[config.mk]
export PLATFORM = sky130hd
export DESIGN_NAME = alu_control_unit
export DESIGN_NICKNAME = d
export VERILOG_FILES = /design/src/rtl/alu_ctrl_pkg.sv /design/src/rtl/alu_control_unit.sv
export SDC_FILE = /design/constraint.sdc
export NUM_CORES = 1
export LEC_CHECK = 0
export CORE_MARGIN = 3
export CORE_UTILIZATION = 38
export CTS_BUF_LIST = sky130_fd_sc_hd__clkbuf_8
export CTS_CLUSTER_SIZE = 24
export DETAILED_ROUTE_END_ITERATION = 7
export PLACE_DENSITY = 0.77
export SYNTH_ARGS = -nofsm -noshare
export SYNTH_HDL_FRONTEND = slang
export SYNTH_SLANG_ARGS = --single-unit
[constraint.sdc]
create_clock -name clk -period 1.3 [get_ports clk]
set_input_delay 0.13 -clock clk [delete_from_list [all_inputs] [get_ports clk]]
set_output_delay 0.13 -clock clk [all_outputs]
set_load 0.02 [all_outputs]
[src/rtl/alu_ctrl_pkg.sv]
// Shared types for the ALU sequencing controller.
//   state_t : the nine controller states
//   OP_*    : two-bit operation encodings carried on op / op_q
package alu_ctrl_pkg;

    typedef enum logic [3:0] {
        ST_IDLE        = 4'd0,
        ST_LOAD_M      = 4'd1,
        ST_LOAD_Q      = 4'd2,
        ST_BOOTH_ADD   = 4'd3,
        ST_BOOTH_SHIFT = 4'd4,
        ST_DIV_SHIFT   = 4'd5,
        ST_DIV_ADDSUB  = 4'd6,
        ST_DIV_CORR    = 4'd7,
        ST_RESULT      = 4'd8
    } state_t;

    localparam logic [1:0] OP_ADD = 2'b00;
    localparam logic [1:0] OP_SUB = 2'b01;
    localparam logic [1:0] OP_MUL = 2'b10;
    localparam logic [1:0] OP_DIV = 2'b11;

endpackage

[src/rtl/alu_control_unit.sv]
// Sequencing controller for arithmetic_unit: operand load, add/sub,
// radix-2 Booth multiply, non-restoring divide, start/done/ack hand-off.
// Ports:
//   clk, rst (async active-low)
//   start, op[1:0]      request and operation, taken in IDLE only
//   ack                 result consumed, taken in RESULT only
//   cnt_done,q0,qm1,a7  datapath status
//   op_q[1:0]           captured operation, drives datapath op
//   c0..c7              datapath controls
//   busy, done          handshake status
// Outputs are decodes of the state register; c2, c3 and c6 additionally
// depend on the status inputs within the Booth/divide states.
module alu_control_unit
    import alu_ctrl_pkg::*;
(
    input  logic       clk,
    input  logic       rst,
    input  logic       start,
    input  logic [1:0] op,
    input  logic       ack,
    input  logic       cnt_done,
    input  logic       q0,
    input  logic       qm1,
    input  logic       a7,
    output logic [1:0] op_q,
    output logic       c0,
    output logic       c1,
    output logic       c2,
    output logic       c3,
    output logic       c4,
    output logic       c5,
    output logic       c6,
    output logic       c7,
    output logic       busy,
    output logic       done
);

    state_t state_r;
    state_t state_nxt_s;

    // State register.
    always_ff @(posedge clk or negedge rst) begin
        if (!rst) begin
            state_r <= ST_IDLE;
        end else begin
            state_r <= state_nxt_s;
        end
    end

    // Operation capture: only an accepted start updates op_q, so later op
    // changes cannot disturb a running sequence.
    always_ff @(posedge clk or negedge rst) begin
        if (!rst) begin
            op_q <= OP_ADD;
        end else if ((state_r == ST_IDLE) && start) begin
            op_q <= op;
        end else begin
            op_q <= op_q;
        end
    end

    // Next-state and control decode.
    always_comb begin
        state_nxt_s = state_r;
        c0   = 1'b0;
        c1   = 1'b0;
        c2   = 1'b0;
        c3   = 1'b0;
        c4   = 1'b0;
        c5   = 1'b0;
        c6   = 1'b0;
        c7   = 1'b0;
        busy = 1'b1;
        done = 1'b0;
        case (state_r)
            ST_IDLE: begin
                busy = 1'b0;
                if (start) begin
                    state_nxt_s = ST_LOAD_M;
                end else begin
                    state_nxt_s = ST_IDLE;
                end
            end
            ST_LOAD_M: begin
                // c0 also clears the datapath iteration counter.
                c0          = 1'b1;
                state_nxt_s = ST_LOAD_Q;
            end
            ST_LOAD_Q: begin
                c1 = 1'b1;
                if (!op_q[1]) begin
                    state_nxt_s = ST_RESULT;
                end else if (op_q[0]) begin
                    state_nxt_s = ST_DIV_SHIFT;
                end else begin
                    state_nxt_s = ST_BOOTH_ADD;
                end
            end
            ST_BOOTH_ADD: begin
                // Booth pair 10: subtract M; 01: add M; 00/11: no operation.
                if (q0 && !qm1) begin
                    c2 = 1'b1;
                    c3 = 1'b1;
                end else if (!q0 && qm1) begin
                    c2 = 1'b1;
                    c3 = 1'b0;
                end else begin
                    c2 = 1'b0;
                    c3 = 1'b0;
                end
                state_nxt_s = ST_BOOTH_SHIFT;
            end
            ST_BOOTH_SHIFT: begin
                // Arithmetic right shift: sign bit refills the top.
                c4 = 1'b1;
                c5 = 1'b1;
                c6 = a7;
                if (cnt_done) begin
                    state_nxt_s = ST_RESULT;
                end else begin
                    state_nxt_s = ST_BOOTH_ADD;
                end
            end
            ST_DIV_SHIFT: begin
                // Quotient bit is the inverse of the current remainder sign.
                c4          = 1'b1;
                c5          = 1'b1;
                c6          = ~a7;
                state_nxt_s = ST_DIV_ADDSUB;
            end
            ST_DIV_ADDSUB: begin
                // Subtract while the remainder is non-negative, else add back.
                c2 = 1'b1;
                c3 = ~a7;
                if (cnt_done) begin
                    state_nxt_s = ST_DIV_CORR;
                end else begin
                    state_nxt_s = ST_DIV_SHIFT;
                end
            end
            ST_DIV_CORR: begin
                // Negative final remainder gets one restoring add.
                if (a7) begin
                    c2 = 1'b1;
                    c3 = 1'b0;
                end else begin
                    c2 = 1'b0;
                    c3 = 1'b0;
                end
                state_nxt_s = ST_RESULT;
            end
            ST_RESULT: begin
                done = 1'b1;
                // Add/sub result is combinational in the datapath; only
                // mul/div need the result register strobe.
                c7 = op_q[1];
                if (ack) begin
                    state_nxt_s = ST_IDLE;
                end else begin
                    state_nxt_s = ST_RESULT;
                end
            end
            default: begin
                busy        = 1'b0;
                state_nxt_s = ST_IDLE;
            end
        endcase
    end

endmodule

==> results of run 1 <==
[power by group through the flow]
stage                     combinational [uW]  sequential [uW]  clock (uW)
after global placement                  1370              354           0
after global routing                    1880              400         310
after floorplan                          753              376           0
after detailed placement                1410              361           0
final                                   1780              392         281
after CTS                               1510              381         280
[final timing paths]
path | startpoint | to | slack [ns] | cells past startpoint
min in group clk | op[0] | op_q[0]$_DFFE_PN0P_ | 0.54 | 2
setup reg to reg | state_r[2]$_DFF_PN0_ | op_q[0]$_DFFE_PN0P_ | -0.16 | 5
hold reg to reg | op_q[0]$_DFFE_PN0P_ | op_q[0]$_DFFE_PN0P_ | 0.58 | 1
hold / removal | rst | state_r[3]$_DFF_PN0_ | 0.16 | 1
setup / recovery | state_r[2]$_DFF_PN0_ | c3 | -0.17 | 3
max in group asynchronous | rst | state_r[0]$_DFF_PN0_ | 0.91 | 1
[registers in the layout (all words and copies together) (netlist names)]
signal / count
state_r: 4
op_q: 2
[layout make-up]
cell class,count,area (sq um),area share (%)
Multi-Input combinational cell,41,439,43.2
Tap cell,14,17.5,1.72
Clock buffer,3,41.3,4.06
Inverter,1,3.75,0.369
Timing Repair Buffer,39,363,35.7
Sequential cell,6,153,15.0
[repair_timing]
action | CTS | global route
resized for setup | 61 | 19
cloned | 0 | 0
setup endpoints to repair | 17 | 15
setup buffers | 1 | 1
hold endpoints to repair | 0 | 0
pin swaps | 7 | 13
[cell families after synthesis]
group	Yosys count	synth area share [%]
adder cells (fa/ha/maj)	1	2.52
AO/OA/AOI/OAI	12	20.5
XOR/XNOR	2	3.54
flip-flops	6	30.3
multiplexers	2	4.55
buffers and inverters	6	7.57
AND/OR/NAND/NOR	24	31.1
[layer usage]
layer	routed length [um]	track usage, %
met2	1100	37.7
met5	0	0
met3	91	6.44
met1	836	25.6
met4	10	3.73
[critical path, delay by kind of cell (launching register included)]
family / cells / cell delay, ns
and+or+nand+nor: 1 / 0.42
AOI/OAI and AO/OA: 1 / 0.13
buffers and inverters: 1 / 0.13
DFF: 1 / 0.43
[layout by cell type (no fill, tap or decap), types with 2 or more instances in the layout]
cell	netlist	layout
a21oi_2	1	2
buf_4	1	16
buf_6	1	10
clkbuf_8	0	3
clkdlybuf4s15_2	0	2
clkdlybuf4s50_1	0	9
dfrtp_1	6	4
dfrtp_2	0	2
dlygate4sd2_1	0	2
nand2_1	2	2
nand2b_2	0	2
nand2b_4	0	3
nor2_1	4	3
[stage by stage]
stage	instances	setup TNS [ns]
finish	104	-1.77
global route	104	-2.33
CTS	103	-1.84
detailed placement	99	-4.44
global placement	99	-4.11
floorplan	53	0
==> out/qor.yml, run 1 <==
outcome:
  outcome: "complete, but fails checks"
  violations: "negative setup slack"
detailed_routing:
  drt_iter0_markers: 12
  num_vias: 577
  wl_per_cell_um: 19.6
  detail_route.drc_violations: 0
  drt-pass1-iter-count: 6
  vias_per_cell: 5.55
  ant_nets: 0
  postRouteWirelength_um: 2040
timing:
  max_slew_margin_pct: 81.0
  fin_hold_ws_ns: 0.156
  rsz0062_at_grt: "true"
  period_share_pct: 113
  worst_slew_pin_slew_ns: 0.284
  fin_ws_ns: -0.166
  hold_viol: 0
  fin_crit_ns: 1.47
  clock.fmax_mhz: 682
  setup_viol: 14
  fin_skew_ns: 0.000207
  drv_slew: 0
die:
  rows: 12
  start_util_pct: 42.3
  die_area_sq_mm: 0.00177
  coreArea_sq_mm: 0.00117
  io_pins: 22
  die_h_um: 42.1
  fp.dieW_um: 42.1
pwr:
  peakVddDrop_uv: 1750
  intPower_uw: 1390
  switching_share_pct: 43.1
  power_leakage_uw: 0.000434
  clkPwrFrac_pct: 11.5
  total_power_uw: 2450
  power_frac_seq_pct: 16.0
  p_sw_uw: 1060
  p_per_area_mw_per_mm2: 2410
  combPwrFrac_pct: 72.5
cts:
  cts.hold.buffers_added: 0
  clockBufferDepth: 2
  insertion_delay_ns: 0.22
  cts_buffers: 3
  clk_pin_slew_ns: 0.04
  cts.sinks: 6
  cts_tree: "built"
  cts_root_buf: "clkbuf_8"
  htreeDepth: 1
yosys:
  synth_top_area_share_pct: 30.3
  seq_area_frac_synth_pct: 30.3
  synth_most_common_cell: "dfrtp_1"
  synth_area_leaders: "dfrtp_1 30%, nand2b_1 6.3%, mux2_1 4.5%, o32ai_2 3.3%, a21oi_1 3.0%"
  netlist_area_sq_um: 495
  netlist_instances: 53
  synth_cell_types: 34
  syn-num-nets: 64
  synth-seq-cells: 6
  ys_async_sr_fraction_pct: 100
  ys.warnings.count: 0
  synth-edff-count: 0
  yosys.area.top_type: "dfrtp_1"
  ys_top_cells_by_count: "6 x dfrtp_1, 5 x nand2b_1, 4 x nor2_1, 3 x a21oi_1, 3 x buf_2"
  avgSynthCellArea_sq_um: 9.35
  synthFlopType: "dfrtp_1"
placement:
  place_hpwl_um: 1190
  place_area_sq_um: 835
  place_ws_ns: -0.574
  numPortBuffers: 21
  gp_congestion: 0.699
setup_path:
  criticalPathCategory: "register to output port"
  cp.arrival_ns: 1.34
  path_cells: "or3b_4 > a21oi_4 > buf_6"
  cp_slowest_stage_delay_ns: 0.43
  required_ns: 1.17
  end_kind: "output port"
  start_kind: "register"
  critPathMaxFanout: 4
  crit_slowest_cell: "dfrtp_1"
min_path:
  hold_class: "input port to asynchronous set/reset pin"
finish:
  n_antenna_cell: 0
  syn_to_final_growth_pct: 105
  drive_above_1_share_pct: 63.3
  fin_util_pct: 86.9
  design_area_sq_mm: 0.00102
  n_fill_cell: 53
  nNetsFinal: 103
grt:
  grt_antenna_before_repair: 0
  first_global_vias: 558
  grt_use_total_pct: 21.3
  grt_max_degree: 8
  grt_pass1_wl_um: 2860
  overflow: 0
flow_run:
  maxCapViolations: 0
No activity file was read; power rests on OpenSTA's default activity.
==> run 2: changes to the inputs <==
Settings changed: CTS_CLUSTER_DIAMETER set to 80, GPL_TIMING_DRIVEN set to 0.
==> run 2 against run 1 <==
Net effect:
- the run still ends with negative setup slack left
- first-iteration DRC count decreased by 42%
- die area unchanged
- critical path type unchanged
- register-to-register slack got worse by 0.03 ns
==> out/qor.yml, run 2 (synthesis results as in run 1) <==
setup_path:
  cp_slowest_stage_delay_ns: 0.42  # about the same
  cp_num_buf_inv: 2  # +1
  end_kind: "output port"
  path_cells: "buf_6 > or3b_4 > a21oi_4 > buf_6"
  worstRegToRegCells: 5  # unchanged
  critPathTopFamily: "flip-flops"
  criticalPathCategory: "register to output port"
  regToRegSetupSlack_ns: -0.19  # -0.03 ns
  cp_common_cell: "buf_6"
  required_ns: 1.17  # about the same
  rr_endpoint: "op_q[0]$_DFFE_PN0P_"
  worstReg2RegStart: "state_r[2]$_DFF_PN0_"
  start_kind: "register"
  crit_slowest_cell: "dfrtp_2"
  critPathMaxFanout: 8  # +4
  cp.arrival_ns: 1.47  # +0.13 ns
grt:
  grt_pass1_wl_um: 2460  # -14%
  grt_max_degree: 11  # +3
  overflow: 0  # unchanged
  first_global_vias: 524  # -6.1%
  grt_use_total_pct: 18.6  # -2.7 points
  grt_antenna_before_repair: 0  # unchanged
die:
  start_util_pct: 42.3  # unchanged
  fp.dieW_um: 42.1  # unchanged
  io_pins: 22  # unchanged
  die_h_um: 42.1  # unchanged
  coreArea_sq_mm: 0.00117  # unchanged
  die_area_sq_mm: 0.00177  # unchanged
  rows: 12  # unchanged
pwr:
  intPower_uw: 1540  # +11%
  p_sw_uw: 1140  # +7.7%
  power_leakage_uw: 0.000479  # +11%
  clkPwrFrac_pct: 10.8  # -0.7 points
  power_frac_seq_pct: 14.5  # -1.5 points
  combPwrFrac_pct: 74.8  # +2.3 points
  p_per_area_mw_per_mm2: 2530  # +5.0%
  switching_share_pct: 42.5  # -0.64 points
  peakVddDrop_uv: 1520  # -13%
  total_power_uw: 2680  # +9.3%
timing:
  fin_ws_ns: -0.295  # -0.129 ns
  rsz0062_at_grt: "true"
  setup_tns_ns: -2.09  # -0.317 ns
  max_slew_margin_pct: 79.1  # -1.9 points
  clock.fmax_mhz: 627  # -8.1%
  worst_slew_pin_slew_ns: 0.313  # +0.0290 ns
  hold_viol: 0  # unchanged
  period_share_pct: 123  # +9.9 points
  setup_viol: 12  # -2
  fin_crit_ns: 1.60  # +0.129 ns
  drv_slew: 0  # unchanged
  fin_skew_ns: 0.000526  # +0.000318 ns
cts:
  cts_tree: "built"
  cts.sinks: 6  # unchanged
  cts.hold.buffers_added: 0  # unchanged
  clk_pin_slew_ns: 0.04  # about the same
  cts_root_buf: "clkbuf_8"
  cts_buffers: 3  # unchanged
  insertion_delay_ns: 0.23  # about the same
  clockBufferDepth: 2  # unchanged
  htreeDepth: 1  # unchanged
detailed_routing:
  num_vias: 611  # +5.9%
  wl_per_cell_um: 21.2  # +8.4%
  drt_iter0_markers: 7  # -5
  postRouteWirelength_um: 2290  # +13%
  ant_nets: 0  # unchanged
  vias_per_cell: 5.66  # +2.0%
  detail_route.drc_violations: 0  # unchanged
  drt-pass1-iter-count: 4  # -2
min_path:
  hold_class: "input port to asynchronous set/reset pin"
finish:
  drive_above_1_share_pct: 62.8  # -0.57 points
  n_antenna_cell: 0  # unchanged
  reg_top3: "state_r x4, op_q x2"
  fin_util_pct: 90.4  # +3.5 points
  layout_common_cells: "16 x buf_6, 15 x buf_4, 9 x clkdlybuf4s50_1"
  top_register: "state_r"
  nNetsFinal: 107  # +3.9%
  layout_commonest_cell: "buf_6"
  syn_to_final_growth_pct: 114
  largest_reg_flops: 4  # unchanged
outcome:
  violations: "negative setup slack"
  outcome: "complete, but fails checks"
placement:
  numPortBuffers: 21  # unchanged
  place_hpwl_um: 941  # -21%
  gp_congestion: 0.753  # +7.7%
flow_run:
  maxCapViolations: 0  # unchanged
## run 2: cell types whose count changed in the layout (fill, tap and decap cells not counted), sizes merged
cell / delta
buf: +6
clkdlybuf4s15: -2
## run 2: metrics by stage
step	cells	hold slack (ns)	area [sq um]	worst slack, ns
final	108	0.151	1060	-0.295
after global routing	108	0.160	1060	-0.330
after CTS	101	0.147	937	-0.269
after detailed placement	88	0.380	748	-0.567
after global placement	88	0.385	748	-0.559
after floorplan	53	-0.166	520	0.00000711
## run 2: power by group through the flow
stage          registers (uW)  logic [uW]  clock network [uW]
2_1_floorplan             376         753                   0
3_3_place_gp              355        1160                   0
3_5_place_dp              360        1170                   0
4_1_cts                   382        1580                 281
5_1_grt                   398        2100                 307
6_report                  387        2000                 288
## run 2: worst max-delay path by stage
stage | start | end | slack [ns] | cells past startpoint
2_1_floorplan | state_r[3]$_DFF_PN0_ | c6 | 0.000007 | 3
3_3_place_gp | state_r[0]$_DFF_PN0_ | c3 | -0.56 | 4
3_5_place_dp | state_r[0]$_DFF_PN0_ | c3 | -0.57 | 4
4_1_cts | state_r[0]$_DFF_PN0_ | c3 | -0.27 | 4
5_1_grt | state_r[2]$_DFF_PN0_ | c3 | -0.33 | 4
6_report | state_r[2]$_DFF_PN0_ | c3 | -0.30 | 4
## run 2: area by class of cell
class / count / area, sq um
Clock buffer: 3 / 41.3
Sequential cell: 6 / 151
Timing Repair Buffer: 38 / 368
Fill cell: 50 / 113
Multi-Input combinational cell: 41 / 424
Inverter: 1 / 3.75
Buffer: 5 / 52.6
Tap cell: 14 / 17.5
## run 2: timing repair
item	in CTS	in global routing
pin swaps	3	7
buffers inserted	10	7
setup endpoints to repair	14	13
gates resized for setup	77	13
## run 2: per-layer routing
layer / part of all wire [%] / vias up / global-route usage (%)
met5: 0 / - / 0
met4: 4.7 / 0 / 9.32
met3: 3.6 / 12 / 5.15
met2: 53 / 19 / 25.3
met1: 39 / 305 / 26.4
li1: - / 275 / -
